<file path="config.mk">
export PLATFORM = sky130hd
export DESIGN_NAME = async_oneway_receiver_flat
export DESIGN_NICKNAME = d
export VERILOG_FILES = /design/src/rtl/async_oneway_receiver_pkg.sv /design/src/rtl/async_oneway_receiver_if.sv /design/src/rtl/async_oneway_receiver_sync_ff.sv /design/src/rtl/async_oneway_receiver.sv /design/src/flat_wrapper.sv
export SDC_FILE = /design/constraint.sdc
export NUM_CORES = 1
export LEC_CHECK = 0
export BUFFER_PORTS_ARGS = -buffer_cell sky130_fd_sc_hd__buf_2
export CAP_MARGIN = 5
export CORE_AREA = 5 5 61 63
export CTS_CLUSTER_DIAMETER = 30
export CTS_CLUSTER_SIZE = 16
export DETAILED_ROUTE_END_ITERATION = 10
export DIE_AREA = 0 0 66 68
export PLACE_DENSITY = 0.79
export SLEW_MARGIN = 15
export SYNTH_ARGS = -nofsm -noshare
export SYNTH_HDL_FRONTEND = slang
export SYNTH_HIERARCHICAL = 1
export SYNTH_SLANG_ARGS = --single-unit
</file>
<file path="constraint.sdc">
create_clock -name clk -period 3.55 [get_ports clk]
set_clock_uncertainty 0.15 [all_clocks]
set_input_delay 0.355 -clock clk [delete_from_list [all_inputs] [get_ports clk]]
set_output_delay 0.355 -clock clk [all_outputs]
set_load 0.005 [all_outputs]
</file>
<file path="src/rtl/async_oneway_receiver_pkg.sv">
`default_nettype none
// ============================================================================
// Module      : async_oneway_receiver_pkg
// Description : Shared constants, the receiver FSM state type and a small
//               helper function for the one-way REQ/ACK chunk receiver.
// Contents    : c_MESSAGE_SIZE, c_CHUNK_W, c_SYNC_STAGES, c_TIMEOUT defaults;
//               rx_state_t; ceil_div().
// Revision    : 1.0 - initial release
// ============================================================================
package async_oneway_receiver_pkg;

    localparam int c_MESSAGE_SIZE = 16;
    localparam int c_CHUNK_W      = 6;
    localparam int c_SYNC_STAGES  = 2;
    localparam int c_TIMEOUT      = 1024;

    typedef enum logic [0:0] {
        IDLE     = 1'b0,
        WAIT_LOW = 1'b1
    } rx_state_t;

    function automatic int ceil_div(input int a, input int b);
        return (a + b - 1) / b;
    endfunction

endpackage
`default_nettype wire

</file>
<file path="src/rtl/async_oneway_receiver_if.sv">
`default_nettype none
// ============================================================================
// Module      : async_oneway_receiver_if
// Description : Board-to-board REQ/ACK link plus the reassembled-datagram
//               outputs, bundled for the receiver.
// Signals     : REQ, DIN      - from transmitter (DIN bundled with REQ)
//               ACK           - back to transmitter
//               datagram, valid, frame_err - to the output interface
// Modports    : master - transmitter/consumer side; slave - receiver side.
// Revision    : 1.0 - initial release
// ============================================================================
interface async_oneway_receiver_if
    import async_oneway_receiver_pkg::*;
#(
    parameter int MESSAGE_SIZE = c_MESSAGE_SIZE,
    parameter int CHUNK_W      = c_CHUNK_W
) ();

    logic                    REQ;
    logic [CHUNK_W-1:0]      DIN;
    logic                    ACK;
    logic [MESSAGE_SIZE-1:0] datagram;
    logic                    valid;
    logic                    frame_err;

    modport master (
        output REQ, DIN,
        input  ACK, datagram, valid, frame_err
    );

    modport slave (
        input  REQ, DIN,
        output ACK, datagram, valid, frame_err
    );

endinterface
`default_nettype wire

</file>
<file path="src/rtl/async_oneway_receiver_sync_ff.sv">
`default_nettype none
// ============================================================================
// Module      : async_oneway_receiver_sync_ff
// Description : Parameterised-depth single-bit synchroniser (sync_ff). Also
//               suitable for the transmitter's ACK input.
// Ports       : clk, rst - clock and synchronous active-high reset
//               d_i       - asynchronous input bit
//               q_o       - synchronised output (last stage)
// Revision    : 1.0 - initial release
// ============================================================================
module async_oneway_receiver_sync_ff #(
    parameter int STAGES = 2
) (
    input  wire logic clk,
    input  wire logic rst,
    input  wire logic d_i,
    output logic      q_o
);

    logic [STAGES-1:0] sync_q;

    always_ff @(posedge clk) begin
        if (rst) begin
            sync_q <= '0;
        end else begin
            sync_q <= {sync_q[STAGES-2:0], d_i};
        end
    end

    assign q_o = sync_q[STAGES-1];

endmodule
`default_nettype wire

</file>
<file path="src/rtl/async_oneway_receiver.sv">
`default_nettype none
// ============================================================================
// Module      : async_oneway_receiver
// Description : Receiving end of the 4-phase REQ/ACK datagram link.
//               Synchronises REQ, captures one DIN chunk per handshake,
//               reassembles MESSAGE_SIZE bits MSB-chunk-first and pulses
//               valid when a frame completes. A partial frame idle for
//               TIMEOUT cycles is dropped with a frame_err pulse.
// Ports       : clk, rst - clock and synchronous active-high reset
//               bus       - async_oneway_receiver_if.slave
//                           (REQ, DIN in; ACK, datagram, valid, frame_err out)
// Revision    : 1.0 - initial release
// ============================================================================
module async_oneway_receiver
    import async_oneway_receiver_pkg::*;
#(
    parameter int MESSAGE_SIZE = c_MESSAGE_SIZE,
    parameter int CHUNK_W      = c_CHUNK_W,
    parameter int SYNC_STAGES  = c_SYNC_STAGES,
    parameter int TIMEOUT      = c_TIMEOUT
) (
    input  wire logic               clk,
    input  wire logic               rst,
    async_oneway_receiver_if.slave  bus
);

    localparam int NUM_CHUNKS = ceil_div(MESSAGE_SIZE, CHUNK_W);
    localparam int SR_W       = NUM_CHUNKS * CHUNK_W;
    localparam int CNT_W      = (NUM_CHUNKS > 1) ? $clog2(NUM_CHUNKS) : 1;
    localparam int IDLE_W     = $clog2(TIMEOUT + 1);

    logic                    req_s;
    rx_state_t               state_q,    state_d;
    logic                    ack_q,      ack_d;
    logic [SR_W-1:0]         sr_q,       sr_d;
    logic [CNT_W-1:0]        cnt_q,      cnt_d;
    logic [IDLE_W-1:0]       idle_q,     idle_d;
    logic [MESSAGE_SIZE-1:0] datagram_q, datagram_d;
    logic                    valid_q,    valid_d;
    logic                    ferr_q,     ferr_d;
    logic [SR_W-1:0]         sr_next;

    async_oneway_receiver_sync_ff #(
        .STAGES (SYNC_STAGES)
    ) u_req_sync (
        .clk (clk),
        .rst (rst),
        .d_i (bus.REQ),
        .q_o (req_s)
    );

    // Left shift: the oldest chunk ends up in the most significant position.
    assign sr_next = SR_W'({sr_q, bus.DIN});

    always_comb begin
        state_d    = state_q;
        ack_d      = ack_q;
        sr_d       = sr_q;
        cnt_d      = cnt_q;
        idle_d     = idle_q;
        datagram_d = datagram_q;
        valid_d    = 1'b0;
        ferr_d     = 1'b0;

        case (state_q)
            IDLE: begin
                if (req_s) begin
                    // DIN is bundled with REQ, so it is stable once req_s is seen.
                    state_d = WAIT_LOW;
                    ack_d   = 1'b1;
                    sr_d    = sr_next;
                    idle_d  = '0;
                    if (cnt_q == CNT_W'(NUM_CHUNKS - 1)) begin
                        // Pad bits above MESSAGE_SIZE in the first chunk are dropped.
                        datagram_d = sr_next[MESSAGE_SIZE-1:0];
                        valid_d    = 1'b1;
                        cnt_d      = '0;
                    end else begin
                        cnt_d = cnt_q + CNT_W'(1);
                    end
                end else if (cnt_q != '0) begin
                    // Only a started frame can go stale; idle between frames is legal.
                    if (idle_q == IDLE_W'(TIMEOUT - 1)) begin
                        cnt_d  = '0;
                        sr_d   = '0;
                        idle_d = '0;
                        ferr_d = 1'b1;
                    end else begin
                        idle_d = idle_q + IDLE_W'(1);
                    end
                end
            end
            WAIT_LOW: begin
                // A stuck-high REQ simply holds ACK; the idle counter is frozen here.
                if (!req_s) begin
                    state_d = IDLE;
                    ack_d   = 1'b0;
                end
            end
            default: begin
                state_d = IDLE;
                ack_d   = 1'b0;
            end
        endcase
    end

    always_ff @(posedge clk) begin
        if (rst) begin
            state_q    <= IDLE;
            ack_q      <= 1'b0;
            sr_q       <= '0;
            cnt_q      <= '0;
            idle_q     <= '0;
            datagram_q <= '0;
            valid_q    <= 1'b0;
            ferr_q     <= 1'b0;
        end else begin
            state_q    <= state_d;
            ack_q      <= ack_d;
            sr_q       <= sr_d;
            cnt_q      <= cnt_d;
            idle_q     <= idle_d;
            datagram_q <= datagram_d;
            valid_q    <= valid_d;
            ferr_q     <= ferr_d;
        end
    end

    assign bus.ACK       = ack_q;
    assign bus.datagram  = datagram_q;
    assign bus.valid     = valid_q;
    assign bus.frame_err = ferr_q;

endmodule
`default_nettype wire
</file>
<file path="src/flat_wrapper.sv">
// flat-port wrapper written by rule: the top's interface ports become plain ports
module async_oneway_receiver_flat import async_oneway_receiver_pkg::*;
#(
    parameter int MESSAGE_SIZE = c_MESSAGE_SIZE,
    parameter int CHUNK_W      = c_CHUNK_W,
    parameter int SYNC_STAGES  = c_SYNC_STAGES,
    parameter int TIMEOUT      = c_TIMEOUT
)
  (clk, rst, bus_REQ, bus_DIN, bus_ACK, bus_datagram, bus_valid, bus_frame_err);
  async_oneway_receiver_if #(.MESSAGE_SIZE(MESSAGE_SIZE), .CHUNK_W(CHUNK_W)) bus_i ();
  input  wire logic clk;
  input  wire logic rst;
  input wire logic [$bits(bus_i.REQ)-1:0] bus_REQ;
  input wire logic [$bits(bus_i.DIN)-1:0] bus_DIN;
  output wire logic [$bits(bus_i.ACK)-1:0] bus_ACK;
  output wire logic [$bits(bus_i.datagram)-1:0] bus_datagram;
  output wire logic [$bits(bus_i.valid)-1:0] bus_valid;
  output wire logic [$bits(bus_i.frame_err)-1:0] bus_frame_err;
  assign bus_i.REQ = bus_REQ;
  assign bus_i.DIN = bus_DIN;
  assign bus_ACK = bus_i.ACK;
  assign bus_datagram = bus_i.datagram;
  assign bus_valid = bus_i.valid;
  assign bus_frame_err = bus_i.frame_err;
  async_oneway_receiver #(.MESSAGE_SIZE(MESSAGE_SIZE), .CHUNK_W(CHUNK_W), .SYNC_STAGES(SYNC_STAGES), .TIMEOUT(TIMEOUT)) u_core (.clk(clk), .rst(rst), .bus(bus_i));
endmodule
</file>
==> results of run 1 <==
power by group through the flow:
stage               registers (W)  clock network (W)  logic (W)
floorplan                0.000528                  0  0.0000292
global placement         0.000529                  0  0.0000412
detailed placement       0.000530                  0  0.0000414
CTS                      0.000518           0.000333  0.0000419
global route             0.000520           0.000354  0.0000475
finish                   0.000518           0.000327  0.0000419
synth_stat cells, types with 2 or more instances:
cell type / number / area, sq um
dfxtp_1: 45 / 901
nand2_1: 42 / 158
a21oi_1: 25 / 125
a22o_1: 8 / 70.1
clkbuf_1: 7 / 26.3
nor2_1: 7 / 26.3
nand3_1: 6 / 30.0
or4_1: 6 / 45.0
o21ai_0: 5 / 25.0
ha_1: 3 / 37.5
inv_1: 3 / 11.3
nand3b_1: 3 / 22.5
nor3_1: 3 / 15.0
o31ai_1: 3 / 22.5
a31oi_1: 2 / 12.5
a32o_1: 2 / 20.0
and3b_1: 2 / 17.5
nand4_1: 2 / 12.5
nor2b_1: 2 / 12.5
nor4_1: 2 / 12.5
worst register-to-register path, delay by kind of cell (launching register included):
| family | cells | cell delay, ns |
|---|---|---|
| AOI/OAI and AO/OA | 3 | 1.02 |
| DFF | 1 | 0.39 |
| adders and majority gates | 1 | 0.23 |
| and+or+nand+nor | 1 | 0.21 |
state kept, by name, indices dropped and copies added, names as in the netlist:
signal,cells
u_core/bus.frame_err,1
u_core/bus.ACK,1
u_core/cnt_q,2
u_core/u_req_sync/sync_q,2
u_core/bus.datagram,16
u_core/sr_q,10
u_core/state_q,1
u_core/idle_q,11
u_core/bus.valid,1
per-layer routing:
metal	vias to the layer above	part of all wire (%)	track usage, %
met5	-	0	0
met4	0	1.3	5.84
met3	7	3.8	4.93
met2	27	46	27.2
met1	676	48	22.8
li1	735	-	-
cell families after synthesis:
| logic type | count (synthesis) |
|---|---|
| AOI/OAI and AO/OA | 49 |
| xor gates and xnor gates | 1 |
| adders and majority gates | 3 |
| buffers and inverters | 12 |
| DFF | 45 |
| and+or+nand+nor | 82 |
area by class of cell:
| type | instances | area [sq um] |
|---|---|---|
| clock inverter | 1 | 30.0 |
| timing repair buffer | 27 | 135 |
| multi-input combinational | 135 | 781 |
| fill | 284 | 1210 |
| tap | 46 | 57.6 |
| inverter | 3 | 11.3 |
| clock buffer | 7 | 55.1 |
| sequential | 45 | 901 |
metrics by stage:
step	util (%)	std cells	worst slack, ns	instance area (sq um)
CTS	62.0	264	1.43	1970
floorplan	-	192	1.75	1730
finish	62.0	264	1.42	1970
global route	62.0	264	1.18	1970
detailed placement	59.3	256	1.47	1890
global placement	59.3	256	1.53	1890
worst paths after layout:
kind                                            end  slack, ns  cells after the start
min          u_core/u_req_sync/sync_q[0]$_SDFF_PP0_       0.05                      2
max                   u_core/idle_q[7]$_SDFFE_PP0P_       1.42                      5
min reg2reg     u_core/bus.datagram[0]$_SDFFE_PP0P_       0.31                      2
max reg2reg           u_core/idle_q[7]$_SDFFE_PP0P_       1.42                      5
==> results.yml, run 1 <==
route:
  firstDrtPassIters: 4
  drc: 0
  wirelength_um: 3570
  wl_per_cell_um: 13.5
  routed_via_density: 5.47
  via_count: 1445
  drt.antenna.violating_nets: 0
  drt_iter0_drc: 83
layout:
  layout.nets: 229
  syn2layout_area_growth_pct: 14.0
  mostFrequentLayoutCell: "dfxtp_1"
  antenna_cells: 0
  layout_common_cells: "dfxtp_1, nand2_1, buf_2"
  drive_above_1_share_pct: 17.4
yosys:
  synth_edf_count: 0
  synth.avg_cell_area_sq_um: 9.01
  synth_compound_area_share_pct: 19.1
  yosys.cell_types.count: 34
  synth_seq_cells: 45
  syn_nets: 204
  synth_top_family_by_area: "simple AND/OR/NAND/NOR gates"
  postSynth.asyncResetShare_pct: 0
  synth_mux_area_share_pct: 0
  synth-xor-area-share_pct: 0.507
  synth_fa_ha_area_share_pct: 2.17
  synthCells: 192
  syn_area_sq_um: 1730
  synth-simple-area-share_pct: 23.4
  synth_top_flop_cell: "dfxtp_1"
  yosys_warnings: 6
  ys_seq_area_share_pct: 52.1
clock_tree:
  cts_setup_buffers: 0
  cts-buffers-inserted: 5
  hold_buffers: 0
  clockBufferDepth: 2
  cts_tree: "done"
  clk_latency_ns: 0.36
  root_buffer: "clkbuf_4"
  clk_pin_slew_ns: 0.13
  cts_resized: 0
  cts_sinks: 45
  htreeDepth: 2
setup_path:
  worstPathArrival_ns: 2.21
  critPathMaxStageDelay_ns: 0.57
  critPathLaunchType: "flop"
  path_delay_family: "compound AO/OA/AOI/OAI gates"
  startpoint: "u_core/idle_q[0]$_SDFFE_PP0P_"
  critical_path_required_ns: 3.64
  endpoint_kind: "flop"
  crit_fanout: 7
  crit_type: "flop to flop"
  reg2reg_from: "u_core/idle_q[0]$_SDFFE_PP0P_"
  cp_slowest_cell: "o41a_1"
  path_cells: "ha_1 > nand3_1 > o41a_1 > o21ai_0 > a21oi_1"
  path_buf_inv: 0
floorplan:
  pin_count: 28
  start_util_pct: 54.4
  die_h_um: 68
  core-area_sq_um: 3180
  dieWidth_um: 66
  die_area_sq_um: 4490
  row_count: 21
outcome:
  status: "finished, final reports clean"
pwr:
  clock_power_share_pct: 36.9
  power.switching_w: 0.000193
  pwr_density_cell_nw_per_um2: 450
  seq_power_share_pct: 58.4
  swShare_pct: 21.7
  comb_power_share_pct: 4.7
  ir_worst_vdd_mv: 0.237
  p_leak_nw: 0.749
  power_w: 0.000887
  intPower_w: 0.000695
grt:
  track_usage_pct: 17.3
  grt-ovfl-total: 0
  antenna_found_initial: 0
  grt_pass1_wl_um: 5930
  grt_max_degree: 34
  grt_pass1_vias: 1267
sta:
  slew_viol_final: 0
  holdWs_ns: 0.0499
  finalCriticalPeriod_ns: 2.13
  rsz0062_at_grt: "false"
  setup_violations: 0
  min_period_over_period_pct: 59.9
  max_freq_mhz: 470
  tightest_slew_ns: 0.806
  final.setup.tns_ns: 0
  hold_viol: 0
  maxSlewHeadroom_pct: 46.3
job:
  max_cap_violations: 0
place:
  dpl.hpwl_um: 2430
  place.gp.congestion: 0.860
  port_buffers: 27
worst_hold_path:
  hp-class: "input port to flop"
  min_from: "bus_REQ"
No activity file was read; power rests on OpenSTA's default activity.
==> run 2: changes to the inputs <==
Settings changed: CORE_AREA 5 5 61 63 to 5 5 63 65, DIE_AREA 0 0 66 68 to 0 0 68 70, PLACE_DENSITY 0.79 to 0.75.
Clock period 3.55 ns to 2.05 ns, I/O delays scaled along.
==> run 2 against run 1 <==
Wire length grew 10%. Utilization is 0.76 points higher. First-iteration DRC count down 27%. Register-to-register slack worse by 1.3 ns. Fmax up 9.6%. Non-clock buffer count rose by 12. Worst hold slack improved by 0.11 ns. Sequential power increased by 73%. Sequential share of layout area is 2.0 points lower. Die area increased by 6.1%. Critical path type unchanged. Count of clock-buffer cells in the layout fell by 2. Total power rose by 62%.
==> results.yml, run 2 (synthesis results as in run 1) <==
route:
  drt.antenna.violating_nets: 0
  drt-met1-wl_um: 1810
  drc: 0
  routed-wl-met3_um: 245
  wirelength_um: 3930
  drt_iter0_drc: 61
  routed_via_density: 5.64
  top_layer_used: "met4"
  via_count: 1557
  wl_per_cell_um: 14.2
  firstDrtPassIters: 4
  dr_wl_met2_um: 1800
outcome:
  status: "finished, final reports clean"
clock_tree:
  cts_sinks: 45
  clockBufferDepth: 2
  root_buffer: "clkbuf_4"
  cts_tree: "done"
  clk_latency_ns: 0.38
  clk_pin_slew_ns: 0.13
  cts-buffers-inserted: 5
  htreeDepth: 2
pwr:
  ir_worst_vdd_mv: 0.483
  power_w: 0.00144
  p_leak_nw: 0.789
  pwr_density_cell_nw_per_um2: 697
floorplan:
  start_util_pct: 52.6
  dieWidth_um: 68
  row_count: 21
  core-area_sq_um: 3280
  die_area_sq_um: 4760
  die_h_um: 70
  pin_count: 28
setup_path:
  endpoint_kind: "flop"
  reg2reg_slack_ns: 0.11
  crit_type: "flop to flop"
  critPathLaunchType: "flop"
  startpoint: "u_core/idle_q[0]$_SDFFE_PP0P_"
  crit_fanout: 5
  critical_path_required_ns: 2.19
  cp-endpoint: "u_core/idle_q[3]$_SDFFE_PP0P_"
  rr_endpoint: "u_core/idle_q[3]$_SDFFE_PP0P_"
  reg2reg_depth: 6
  reg2reg_from: "u_core/idle_q[0]$_SDFFE_PP0P_"
  worstPathArrival_ns: 2.09
layout:
  layout.nets: 241
  antenna_cells: 0
  fill_cells: 290
  mostFrequentLayoutCell: "dfxtp_1"
  largest_reg_flops: 16
  layout_common_cells: "dfxtp_1, nand2_1, buf_2"
  syn2layout_area_growth_pct: 19.2
  drive_above_1_share_pct: 19.6
grt:
  grt_pass1_wl_um: 6500
  antenna_found_initial: 0
  track_usage_pct: 17.6
  grt_pass1_vias: 1459
  grt-ovfl-total: 0
  grt_max_degree: 34
sta:
  tightest_slew_ns: 0.616
  maxSlewHeadroom_pct: 58.7
  max_freq_mhz: 515
  final.setup.tns_ns: 0
  setup_violations: 0
  rsz0062_at_grt: "false"
  slew_viol_final: 0
  min_period_over_period_pct: 94.7
  hold_viol: 0
  finalCriticalPeriod_ns: 1.94
place:
  port_buffers: 27
  place.gp.congestion: 0.822
  dpl.hpwl_um: 2630
worst_hold_path:
  hp-class: "input port to flop"
job:
  max_cap_violations: 0
==> run 2: cell types whose count changed in the layout (fill, tap and decap cells not counted), sizes merged <==
cell,previous run,this run
bufinv,1,0
clkbuf,7,5
buf,27,32
dlygate4sd3,0,7
clkinv,0,1
inv,3,4
clkinvlp,0,1
==> run 2: stage by stage <==
stage                     hold WS, ns  setup slack (ns)  util, %  std cells  area, sq um
final                           0.157             0.109     62.7        276         2060
after global routing            0.176            0.0145     62.7        276         2060
after CTS                       0.143            0.0375     62.4        275         2050
after detailed placement        0.273            0.0399     58.3        260         1920
after global placement          0.269             0.149     58.3        260         1920
after floorplan                 0.127             0.247        -        192         1730
==> run 2: metal layers <==
metal	vias up	track usage (%)
li1	763	-
met1	722	22.6
met2	59	26.9
met3	13	4.97
met4	0	7.73
met5	-	0
==> run 2: final cells by class <==
cell class | instances | area, sq um | share of cell area [%]
flip-flops and latches | 45 | 901 | 43.7
well taps | 46 | 57.6 | 2.79
inverters | 3 | 11.3 | 0.546
clock inverters | 3 | 25.0 | 1.21
multi-input cells | 135 | 786 | 38.1
clock buffers | 5 | 37.5 | 1.82
repair buffers | 39 | 243 | 11.8
==> run 2: how the worst min path moves through the flow <==
stage	start	to	cells past startpoint
global route	rst	u_core/state_q$_SDFF_PP0_	2
global placement	u_core/u_req_sync/sync_q[0]$_SDFF_PP0_	u_core/u_req_sync/sync_q[1]$_SDFF_PP0_	1
finish	rst	u_core/state_q$_SDFF_PP0_	2
detailed placement	bus_REQ	u_core/u_req_sync/sync_q[0]$_SDFF_PP0_	2
floorplan	rst	u_core/u_req_sync/sync_q[0]$_SDFF_PP0_	1
CTS	rst	u_core/state_q$_SDFF_PP0_	2
==> run 2: critical path: stages, from the launching register on <==
cell and delay (ns):
dfxtp_1 0.35, ha_1 0.26, nand3_2 0.15, o41ai_4 0.12, buf_4 0.17, or4_1 0.50, a31oi_1 0.18
==> run 2: repair_timing <==
action,CTS,global route
hold endpoints to repair,13,0
hold buffers,7,0
setup endpoints to repair,0,13
setup buffers,0,1
resized for setup,0,2
==> run 2: power breakdown <==
group	switching (W)	internal [W]	total (W)
combinational	0.0000514	0.0000382	0.0000895
clock	0.000309	0.000140	0.000449
sequential	0.00000990	0.000887	0.000897
==> run 3: changes to the inputs <==
Settings changed: CORE_AREA 5 5 63 65 to 5 5 61 63, DIE_AREA 0 0 68 70 to 0 0 66 68, GPL_ROUTABILITY_DRIVEN from default to 0, PLACE_DENSITY 0.75 to 0.79.
Clock period 2.05 ns to 2.3 ns, I/O delays scaled along.
==> run 3 against run 2 <==
Count of clock-buffer cells in the layout is 1 higher. Non-clock buffer count is 4 lower. Fmax is 6.6% lower. Wire length is 7.9% lower. Sequential cell count stayed put. Highest routed layer unchanged.
==> results.yml, run 3 (synthesis results as in run 1) <==
route:
  drt_iter0_drc: 62
  wl_per_cell_um: 13.3
  firstDrtPassIters: 4
  routed_via_density: 5.38
  via_count: 1462
  wirelength_um: 3620
  drt.antenna.violating_nets: 0
  drc: 0
grt:
  antenna_found_initial: 0
  grt-ovfl-total: 0
  track_usage_pct: 17.4
  grt_pass1_wl_um: 5870
  grt_max_degree: 34
  grt_pass1_vias: 1289
setup_path:
  crit_fanout: 7
  critPathLaunchType: "flop"
  worstPathArrival_ns: 2.17
  crit_type: "flop to flop"
  endpoint_kind: "flop"
  critical_path_required_ns: 2.39
clock_tree:
  cts_sinks: 45
  clk_pin_slew_ns: 0.13
  cts_tree: "done"
  cts-buffers-inserted: 5
  clockBufferDepth: 2
  clk_latency_ns: 0.36
  cts_setup_buffers: 0
  root_buffer: "clkbuf_4"
  htreeDepth: 2
pwr:
  power_w: 0.00136
  pwr_density_cell_nw_per_um2: 664
  ir_worst_vdd_mv: 0.375
  p_leak_nw: 0.781
job:
  max_cap_violations: 0
layout:
  layout.nets: 237
  layout_common_cells: "dfxtp_1, nand2_1, buf_2"
  final_util_pct: 64.3
  mostFrequentLayoutCell: "dfxtp_1"
  drive_above_1_share_pct: 17.3
  largest_reg_flops: 16
  fill_cells: 272
  antenna_cells: 0
  syn2layout_area_growth_pct: 18.2
sta:
  finalCriticalPeriod_ns: 2.08
  max_freq_mhz: 481
  slew_viol_final: 0
  rsz0062_at_grt: "false"
  tightest_slew_ns: 0.803
  maxSlewHeadroom_pct: 46.5
  setup_violations: 0
  hold_viol: 0
  min_period_over_period_pct: 90.4
  final.setup.tns_ns: 0
floorplan:
  core-area_sq_um: 3180
  pin_count: 28
  start_util_pct: 54.4
  row_count: 21
  die_h_um: 68
  dieWidth_um: 66
  die_area_sq_um: 4490
place:
  port_buffers: 27
  dpl.hpwl_um: 2440
worst_hold_path:
  hp-class: "input port to flop"
outcome:
  status: "finished, final reports clean"
==> run 3: worst max-delay path, stage by stage, from the launching register on <==
cell and delay (ns):
dfxtp_1 0.39, ha_1 0.22, nand3_1 0.20, o41a_1 0.56, o21ai_0 0.37, a21oi_1 0.07
==> run 3: metrics by stage <==
step | setup slack (ns) | instances | hold WS (ns) | cell area, sq um
after global routing | 0.0703 | 272 | 0.225 | 2040
after floorplan | 0.497 | 192 | 0.152 | 1730
final | 0.222 | 272 | 0.206 | 2040
after CTS | 0.256 | 272 | 0.194 | 2040
after global placement | 0.304 | 257 | 0.288 | 1890
after detailed placement | 0.273 | 257 | 0.295 | 1890
==> run 3: repair_timing <==
action / 4_1_cts / 5_1_grt
endpoints found under the setup margin: 0 / 0
endpoints found under the hold margin: 13 / 0
hold buffers: 7 / 0
gates resized for setup: 0 / 0
==> run 3: path summary, 6_finish.rpt <==
kind	endpoint	cells after the start	slack, ns	start
max	u_core/idle_q[7]$_SDFFE_PP0P_	5	0.22	u_core/idle_q[0]$_SDFFE_PP0P_
max reg2reg	u_core/idle_q[7]$_SDFFE_PP0P_	5	0.22	u_core/idle_q[0]$_SDFFE_PP0P_
min reg2reg	u_core/bus.datagram[4]$_SDFFE_PP0P_	2	0.31	u_core/bus.datagram[4]$_SDFFE_PP0P_
min	u_core/state_q$_SDFF_PP0_	2	0.21	rst
==> run 3: report_power, final <==
part,switching [W],internal (W)
registers,0.00000895,0.000791
clock network,0.000249,0.000232
logic,0.0000447,0.0000308
total,0.000303,0.00105
==> run 3: metal layers <==
metal | vias to the layer above | GRT usage (%) | part of all wire (%)
met1 | 679 | 21.3 | 47
met3 | 4 | 5.91 | 4.8
met4 | 0 | 6.09 | 0.86
met5 | - | 0 | 0
met2 | 28 | 28.5 | 48
li1 | 751 | - | -
==> run 3: final cells by class <==
cell class                 instances  area [sq um]  share of cell area, %
clock buffer                       6          41.3                   2.02
clock inverter                     2          38.8                   1.90
inverter                           3          11.3                  0.551
multi-input combinational        135           781                   38.2
sequential                        45           901                   44.1
tap                               46          57.6                   2.82
timing repair buffer              35           213                   10.4
